### src/rtl/csa_pkg.sv
// ---------------------------------------------------------------------------
// csa_pkg
// Shared constants for the 16-bit carry-select adder.
//   WIDTH           : datapath width of the adder (16)
//   BLOCK_W_DEFAULT : default carry-select block width
//   NUM_BLOCKS      : number of carry-select blocks at the default block width
//   num_blocks()    : block count for an arbitrary legal block width
// ---------------------------------------------------------------------------
package csa_pkg;

  localparam int WIDTH           = 16;
  localparam int BLOCK_W_DEFAULT = 4;

  function automatic int num_blocks(input int block_w);
    return WIDTH / block_w;
  endfunction

  localparam int NUM_BLOCKS = num_blocks(BLOCK_W_DEFAULT);

endpackage : csa_pkg

### src/rtl/rca_block.sv
// ---------------------------------------------------------------------------
// rca_block
// BLOCK_W-bit ripple-carry adder built from per-bit full-adder equations.
// Ports:
//   a, b : BLOCK_W-bit addends
//   cin  : carry into bit 0
//   s    : BLOCK_W-bit sum
//   cout : carry out of the top bit
// ---------------------------------------------------------------------------
module rca_block #(
  parameter int BLOCK_W = 4
) (
  input  logic [BLOCK_W-1:0] a,
  input  logic [BLOCK_W-1:0] b,
  input  logic               cin,
  output logic [BLOCK_W-1:0] s,
  output logic               cout
);

  // w_c[i] is the carry into bit i; w_c[BLOCK_W] leaves the block.
  logic [BLOCK_W:0] w_c;

  assign w_c[0] = cin;

  for (genvar i = 0; i < BLOCK_W; i++) begin : g_fa
    logic w_p;
    assign w_p        = a[i] ^ b[i];
    assign s[i]       = w_p ^ w_c[i];
    assign w_c[i + 1] = (a[i] & b[i]) | (w_p & w_c[i]);
  end

  assign cout = w_c[BLOCK_W];

endmodule : rca_block

### src/rtl/csa_16bit.sv
// ---------------------------------------------------------------------------
// csa_16bit
// 16-bit unsigned carry-select adder with a registered copy of the result.
// The lowest block is a single ripple block with carry-in 0; every higher
// block computes both carry-in hypotheses and the real carry from below
// selects between them.
// Ports:
//   clk     : clock
//   rst     : asynchronous active-high reset (clears registered outputs only)
//   A, B    : 16-bit unsigned addends
//   S       : combinational sum, A+B mod 2^16
//   C_out   : combinational carry out of bit 15
//   S_q     : S registered on every rising clk edge
//   C_out_q : C_out registered on every rising clk edge
// Optional (macro CSA_16BIT_OVF_EN):
//   V       : combinational two's-complement overflow
//   V_q     : V registered, reset to 0
// ---------------------------------------------------------------------------
module csa_16bit
  import csa_pkg::*;
#(
  parameter int BLOCK_W = csa_pkg::BLOCK_W_DEFAULT  // legal: 2, 4, 8
) (
  input  logic              clk,
  input  logic              rst,
  input  logic [WIDTH-1:0]  A,
  input  logic [WIDTH-1:0]  B,
  output logic [WIDTH-1:0]  S,
  output logic              C_out,
  output logic [WIDTH-1:0]  S_q,
  output logic              C_out_q
`ifdef CSA_16BIT_OVF_EN
  ,
  output logic              V,
  output logic              V_q
`endif
);

  localparam int NUM_BLK = num_blocks(BLOCK_W);

  // w_carry[k] is the resolved carry into block k.
  logic [NUM_BLK:0] w_carry;

  assign w_carry[0] = 1'b0;

  for (genvar k = 0; k < NUM_BLK; k++) begin : g_blk
    if (k == 0) begin : g_base
      rca_block #(.BLOCK_W(BLOCK_W)) u_rca (
        .a    (A[BLOCK_W-1:0]),
        .b    (B[BLOCK_W-1:0]),
        .cin  (1'b0),
        .s    (S[BLOCK_W-1:0]),
        .cout (w_carry[1])
      );
    end else begin : g_sel
      logic [BLOCK_W-1:0] w_s0;
      logic [BLOCK_W-1:0] w_s1;
      logic               w_c0;
      logic               w_c1;

      rca_block #(.BLOCK_W(BLOCK_W)) u_rca0 (
        .a    (A[k*BLOCK_W +: BLOCK_W]),
        .b    (B[k*BLOCK_W +: BLOCK_W]),
        .cin  (1'b0),
        .s    (w_s0),
        .cout (w_c0)
      );

      rca_block #(.BLOCK_W(BLOCK_W)) u_rca1 (
        .a    (A[k*BLOCK_W +: BLOCK_W]),
        .b    (B[k*BLOCK_W +: BLOCK_W]),
        .cin  (1'b1),
        .s    (w_s1),
        .cout (w_c1)
      );

      // Both select inputs are always driven from known rca outputs, so a
      // known carry never propagates X through the mux tree.
      assign S[k*BLOCK_W +: BLOCK_W] = w_carry[k] ? w_s1 : w_s0;
      assign w_carry[k + 1]          = w_carry[k] ? w_c1 : w_c0;
    end
  end

  assign C_out = w_carry[NUM_BLK];

  logic [WIDTH-1:0] r_s_q;
  logic             r_c_out_q;

  // NOTE: sequential state uses non-blocking assignments so every register
  // samples pre-edge values regardless of statement order.
  always_ff @(posedge clk or posedge rst) begin
    if (rst) begin
      r_s_q     <= '0;
      r_c_out_q <= 1'b0;
    end else begin
      r_s_q     <= S;
      r_c_out_q <= C_out;
    end
  end

  assign S_q     = r_s_q;
  assign C_out_q = r_c_out_q;

`ifdef CSA_16BIT_OVF_EN
  // The carry into bit 15 is not exposed by the select tree; it is recovered
  // from the top-bit sum equation: s15 = a15 ^ b15 ^ c15.
  logic w_c_into_msb;
  logic r_v_q;

  assign w_c_into_msb = A[WIDTH-1] ^ B[WIDTH-1] ^ S[WIDTH-1];
  assign V            = w_c_into_msb ^ C_out;

  always_ff @(posedge clk or posedge rst) begin
    if (rst) begin
      r_v_q <= 1'b0;
    end else begin
      r_v_q <= V;
    end
  end

  assign V_q = r_v_q;
`endif

endmodule : csa_16bit

### config.mk
export PLATFORM = sky130hd
export DESIGN_NAME = csa_16bit
export DESIGN_NICKNAME = d
export VERILOG_FILES = /design/src/rtl/csa_pkg.sv /design/src/rtl/rca_block.sv /design/src/rtl/csa_16bit.sv
export SDC_FILE = /design/constraint.sdc
export NUM_CORES = 1
export LEC_CHECK = 0
export CORE_UTILIZATION = 34
export CTS_BUF_LIST = sky130_fd_sc_hd__clkbuf_8
export DETAILED_ROUTE_END_ITERATION = 16
export GPL_ROUTABILITY_DRIVEN = 0
export GPL_TIMING_DRIVEN = 0
export PLACE_DENSITY_LB_ADDON = 0.3
export SYNTH_ARGS = -nofsm -noshare
export SYNTH_HDL_FRONTEND = slang
export SYNTH_SLANG_ARGS = --single-unit
### constraint.sdc
create_clock -name clk -period 10.3 [get_ports clk]
set_input_delay 2.06 -clock clk [delete_from_list [all_inputs] [get_ports clk]]
set_output_delay 2.06 -clock clk [all_outputs]
set_load 0.01 [all_outputs]
# Word-level counts from Yosys, hierarchy flattened
# Cells that the tools add are included.
[totals]
register_bits = 17
out_inout_bits = 34
word_cells = 109
[op_classes]
mux = 6
bitwise = 101
[ops]
columns = ["op", "n"]
rows = [
  ["AND 1 bit", 37],
  ["bitwise XOR 1 bit", 37],
  ["OR 1 bit", 24],
  ["2-to-1 mux 4 bit", 3],
  ["2-to-1 mux 1 bit", 3],
  ["NOT 1 bit", 3],
]

# Longest topological paths before layout
[logic_depth]
depth_word = 11
depth_mapped = 18

# Cells and area by module
# A second synthesis with hierarchy kept.
[hier_totals]
cells_unflattened = 133
hier_area_um2 = 1433.9
[by_module_without_submodules]
columns = ["module", "n_inst", "cells_each", "area_per_inst_um2", "seq_area_each_um2"]
rows = [
  ["rca_block", 7, 14, 117.6, 0.0],
  ["csa_16bit", 1, 35, 610.6, 425.4],
]

# Least setup slack after synthesis
# No wires, ideal clock.
[synth_timing]
path_kind = "input -> output"
start = "input port A[0]"
end = "output port S[15]"
arrival_time_ps = 7482
path_slack_ps = 758
cell_stages = 18
path_buffers = 0
cell_sequence = "ha_1 fa_1 fa_1 fa_1 mux2i_1 fa_1 fa_1 fa_1 mux2i_1 fa_1 fa_1 fa_1 mux2i_1 fa_1 fa_1 inv_1 fa_1 inv_1"
[synth_via]
elab_chain_len = 10
[synth_rtl]
columns = ["element", "line", "rtl"]
rows = [
  ["start: declaration", "csa_16bit.sv:26", "input logic [WIDTH-1:0] A,"],
  ["AND 1 bit (2 in a row)", "rca_block.sv:29", "assign w_c[i + 1] = (a[i] & b[i]) | (w_p & w_c[i]);"],
  ["OR 1 bit", "rca_block.sv:29", ""],
  ["AND 1 bit", "rca_block.sv:29", ""],
  ["OR 1 bit", "rca_block.sv:29", ""],
  ["AND 1 bit", "rca_block.sv:29", ""],
  ["OR 1 bit", "rca_block.sv:29", ""],
  ["2-to-1 mux 1 bit (2 in a row)", "csa_16bit.sv:80", "assign w_carry[k + 1] = w_carry[k] ? w_c1 : w_c0;"],
  ["2-to-1 mux 4 bit", "csa_16bit.sv:79", "assign S[k*BLOCK_W +: BLOCK_W] = w_carry[k] ? w_s1 : w_s0;"],
  ["end: declaration", "csa_16bit.sv:28", "output logic [WIDTH-1:0] S,"],
]
# Every way passes these cells.

# Worst setup path in the final report
[layout_timing]
start = "input port A[0]"
end = "output port C_out"
[layout_via]
elab_chain_len = 10
[layout_rtl]
columns = ["element", "line", "rtl"]
rows = [
  ["AND 1 bit (2 in a row)", "rca_block.sv:29", ""],
  ["OR 1 bit", "rca_block.sv:29", ""],
  ["AND 1 bit", "rca_block.sv:29", ""],
  ["OR 1 bit", "rca_block.sv:29", ""],
  ["AND 1 bit", "rca_block.sv:29", ""],
  ["OR 1 bit", "rca_block.sv:29", ""],
  ["2-to-1 mux 1 bit (3 in a row)", "csa_16bit.sv:80", ""],
  ["end: declaration", "csa_16bit.sv:29", "output logic C_out,"],
]
# Every way passes these cells.

==> results.toml <==
[worst_setup_path]
critPathRequiredTime_ps = 8240
worstPathArrival_ps = 7970
crit_chain = "clkdlybuf4s50_1 -> ha_1 -> fa_1 -> fa_1 -> fa_2 -> mux2i_1 -> fa_2 -> fa_2 -> fa_2 -> mux2i_1 -> fa_1 -> fa_2 -> fa_2 -> mux2i_1 -> fa_1 -> fa_1 -> inv_1 -> fa_1 -> inv_1 -> clkdlybuf4s50_1"
criticalPathCategory = "input port to output port"
start_kind = "input port"
slowest_stage = "clkdlybuf4s50_1"
critPathCaptureType = "output port"
max_stage_delay_ps = 470
cp-startpoint = "A[0]"
critPathMaxFanout = 2

[hold_path]
worstHoldPathType = "input port to asynchronous set/reset pin"

[clocking]
h-tree-depth = 1
cts_tree = "built"
cts-resized-gates = 4
cts.sinks = 17
clock_path_buffers = 2
ctsHoldBuffers = 0
clk_pin_slew_ps = 70
cts_buffers = 3
cts_setup_buffers = 0
clockRootBuffer = "clkbuf_8"

[synth]
synth_top_family_by_area = "adder cells"
synth_compound_area_share_pct = 0
synth_cell_type_count = 7
synth-xor-area-share_pct = 3.01
ys_seq_area_share_pct = 48.7
synthSimpleGateAreaFrac_pct = 0
yosys_warnings = 0
synthMuxAreaShare_pct = 3.44
synthTopCellsByArea = "dfrtp_1, fa_1, ha_1"
netlist_instances = 58
synth_seq_cells = 17
synthAdderAreaFrac_pct = 37.5
postSynthAreaPerCell_sq_um = 15.1
synth_area_sq_um = 873
synth_nets = 111
yosysTopAreaCellShare_pct = 48.7
yosysTopAreaCell = "dfrtp_1"

[sta]
tns_ps = 0
max_freq_mhz = 99.7
finalHoldViolations = 0
period_share_pct = 97.4
rsz0062_at_grt = "no"
slew_viol_final = 0
setup_viol = 0
slew_headroom_pct = 58.9
period_minus_slack_ps = 10030
worst_pin_slew_ps = 616

[placed_design]
dpl_cell_area_sq_mm = 0.00158
port_buffers = 67
hpwl_um = 1630
dp.cells = 155

[grt]
grt_max_degree = 18
grt_usage_pct = 15.5
grt_overflow = 0
grt_antenna_before_repair = 0
grt_pass1_wl_um = 3020
grt_pass1_vias = 754

[finish]
syn_to_final_growth_pct = 87.8
design_area_sq_mm = 0.00164
mostFrequentLayoutCells = "clkdlybuf4s50_1, dfrtp_1, inv_1"
drive_above_1_share_pct = 9.30
final_cells = 159
final_util_pct = 66.8
diodes = 0
fin_nets = 183
final_common_cell = "clkdlybuf4s50_1"

[floorplan]
core_area_sq_mm = 0.00245
ios = 68
fp.dieH_um = 52.7
die-area_sq_mm = 0.00278
fp-row-count = 18
die_w_um = 52.7
initial_core_util_pct = 35.6

[drt]
drtAntennaViolNets = 0
via_count = 678
drc = 0
via_per_inst = 4.26
wl_met1_um = 525
wl_met3_um = 175
drt-pass1-iter-count = 1
drtIter0Drc = 0
routedWlPerCell_um = 11.4
routed.top_layer = "met4"
wl_met2_um = 1090
drt_wl_total_um = 1820

[pwr]
p_leak_nw = 0.728
ir_worst_vdd_mv = 0.0866
p_per_area_mw_per_mm2 = 143
total_power_w = 0.000235

[status]
outcome = "complete, no violations"

[job]
drv_cap = 0
==> state kept, by name, indices dropped and copies added, names as in the netlist <==
name / count
C_out_q: 1
S_q: 16
==> power breakdown <==
group | switching, W | internal [W] | leakage (nW)
Combinational | 0.0000392 | 0.0000637 | 0.509
Clock | 0.0000224 | 0.0000271 | 0.0217
Sequential | 0.00000333 | 0.0000793 | 0.198
Total | 0.0000649 | 0.000170 | 0.728
==> metal layers <==
layer / up-vias / GRT usage, %
met4: 0 / 7.89
li1: 311 / -
met5: - / 0
met1: 329 / 13.1
met2: 36 / 31.0
met3: 2 / 4.64
==> cell families (layout without fill, tap and decap cells) <==
logic type | after synthesis | after routing
xor+xnor | 3 | 3
mux | 3 | 3
fa+ha+maj | 19 | 19
flops | 17 | 17
buf+inv | 16 | 87
==> worst max-delay path: cells and delay by family <==
kind | cells | cell delay, ps
adders and majority gates | 13 | 4460
buffers and inverters | 4 | 1000
muxes | 3 | 440
==> synth_stat cells <==
cell,instances
buf_4,1
fa_1,12
xor2_1,3
dfrtp_1,17
inv_1,15
ha_1,7
mux2i_1,3
==> cell type report <==
type                       count  area [sq um]
multi-input combinational     25           399
inverter                      15          56.3
clock buffer                   3          41.3
sequential                    17           425
tap                           30          37.5
fill                         177           815
timing repair buffer          67           666
buffer                         1          7.51
clock inverter                 1          7.51
==> worst max path at each step <==
stage / end / slack, ps
after detailed placement: S[15] / -440
after global placement: S[15] / -360
after CTS: S[15] / 4
final: C_out / 270
after floorplan: S[15] / 760
after global routing: C_out / 5
==> metrics by stage <==
step,setup WS (ps),hold WS (ps)
2_1_floorplan,758,1990
3_3_place_gp,-363,2470
3_5_place_dp,-443,2480
4_1_cts,4.07,2210
5_1_grt,5.41,2270
6_report,269,2190
No activity file was read; power rests on OpenSTA's default activity.
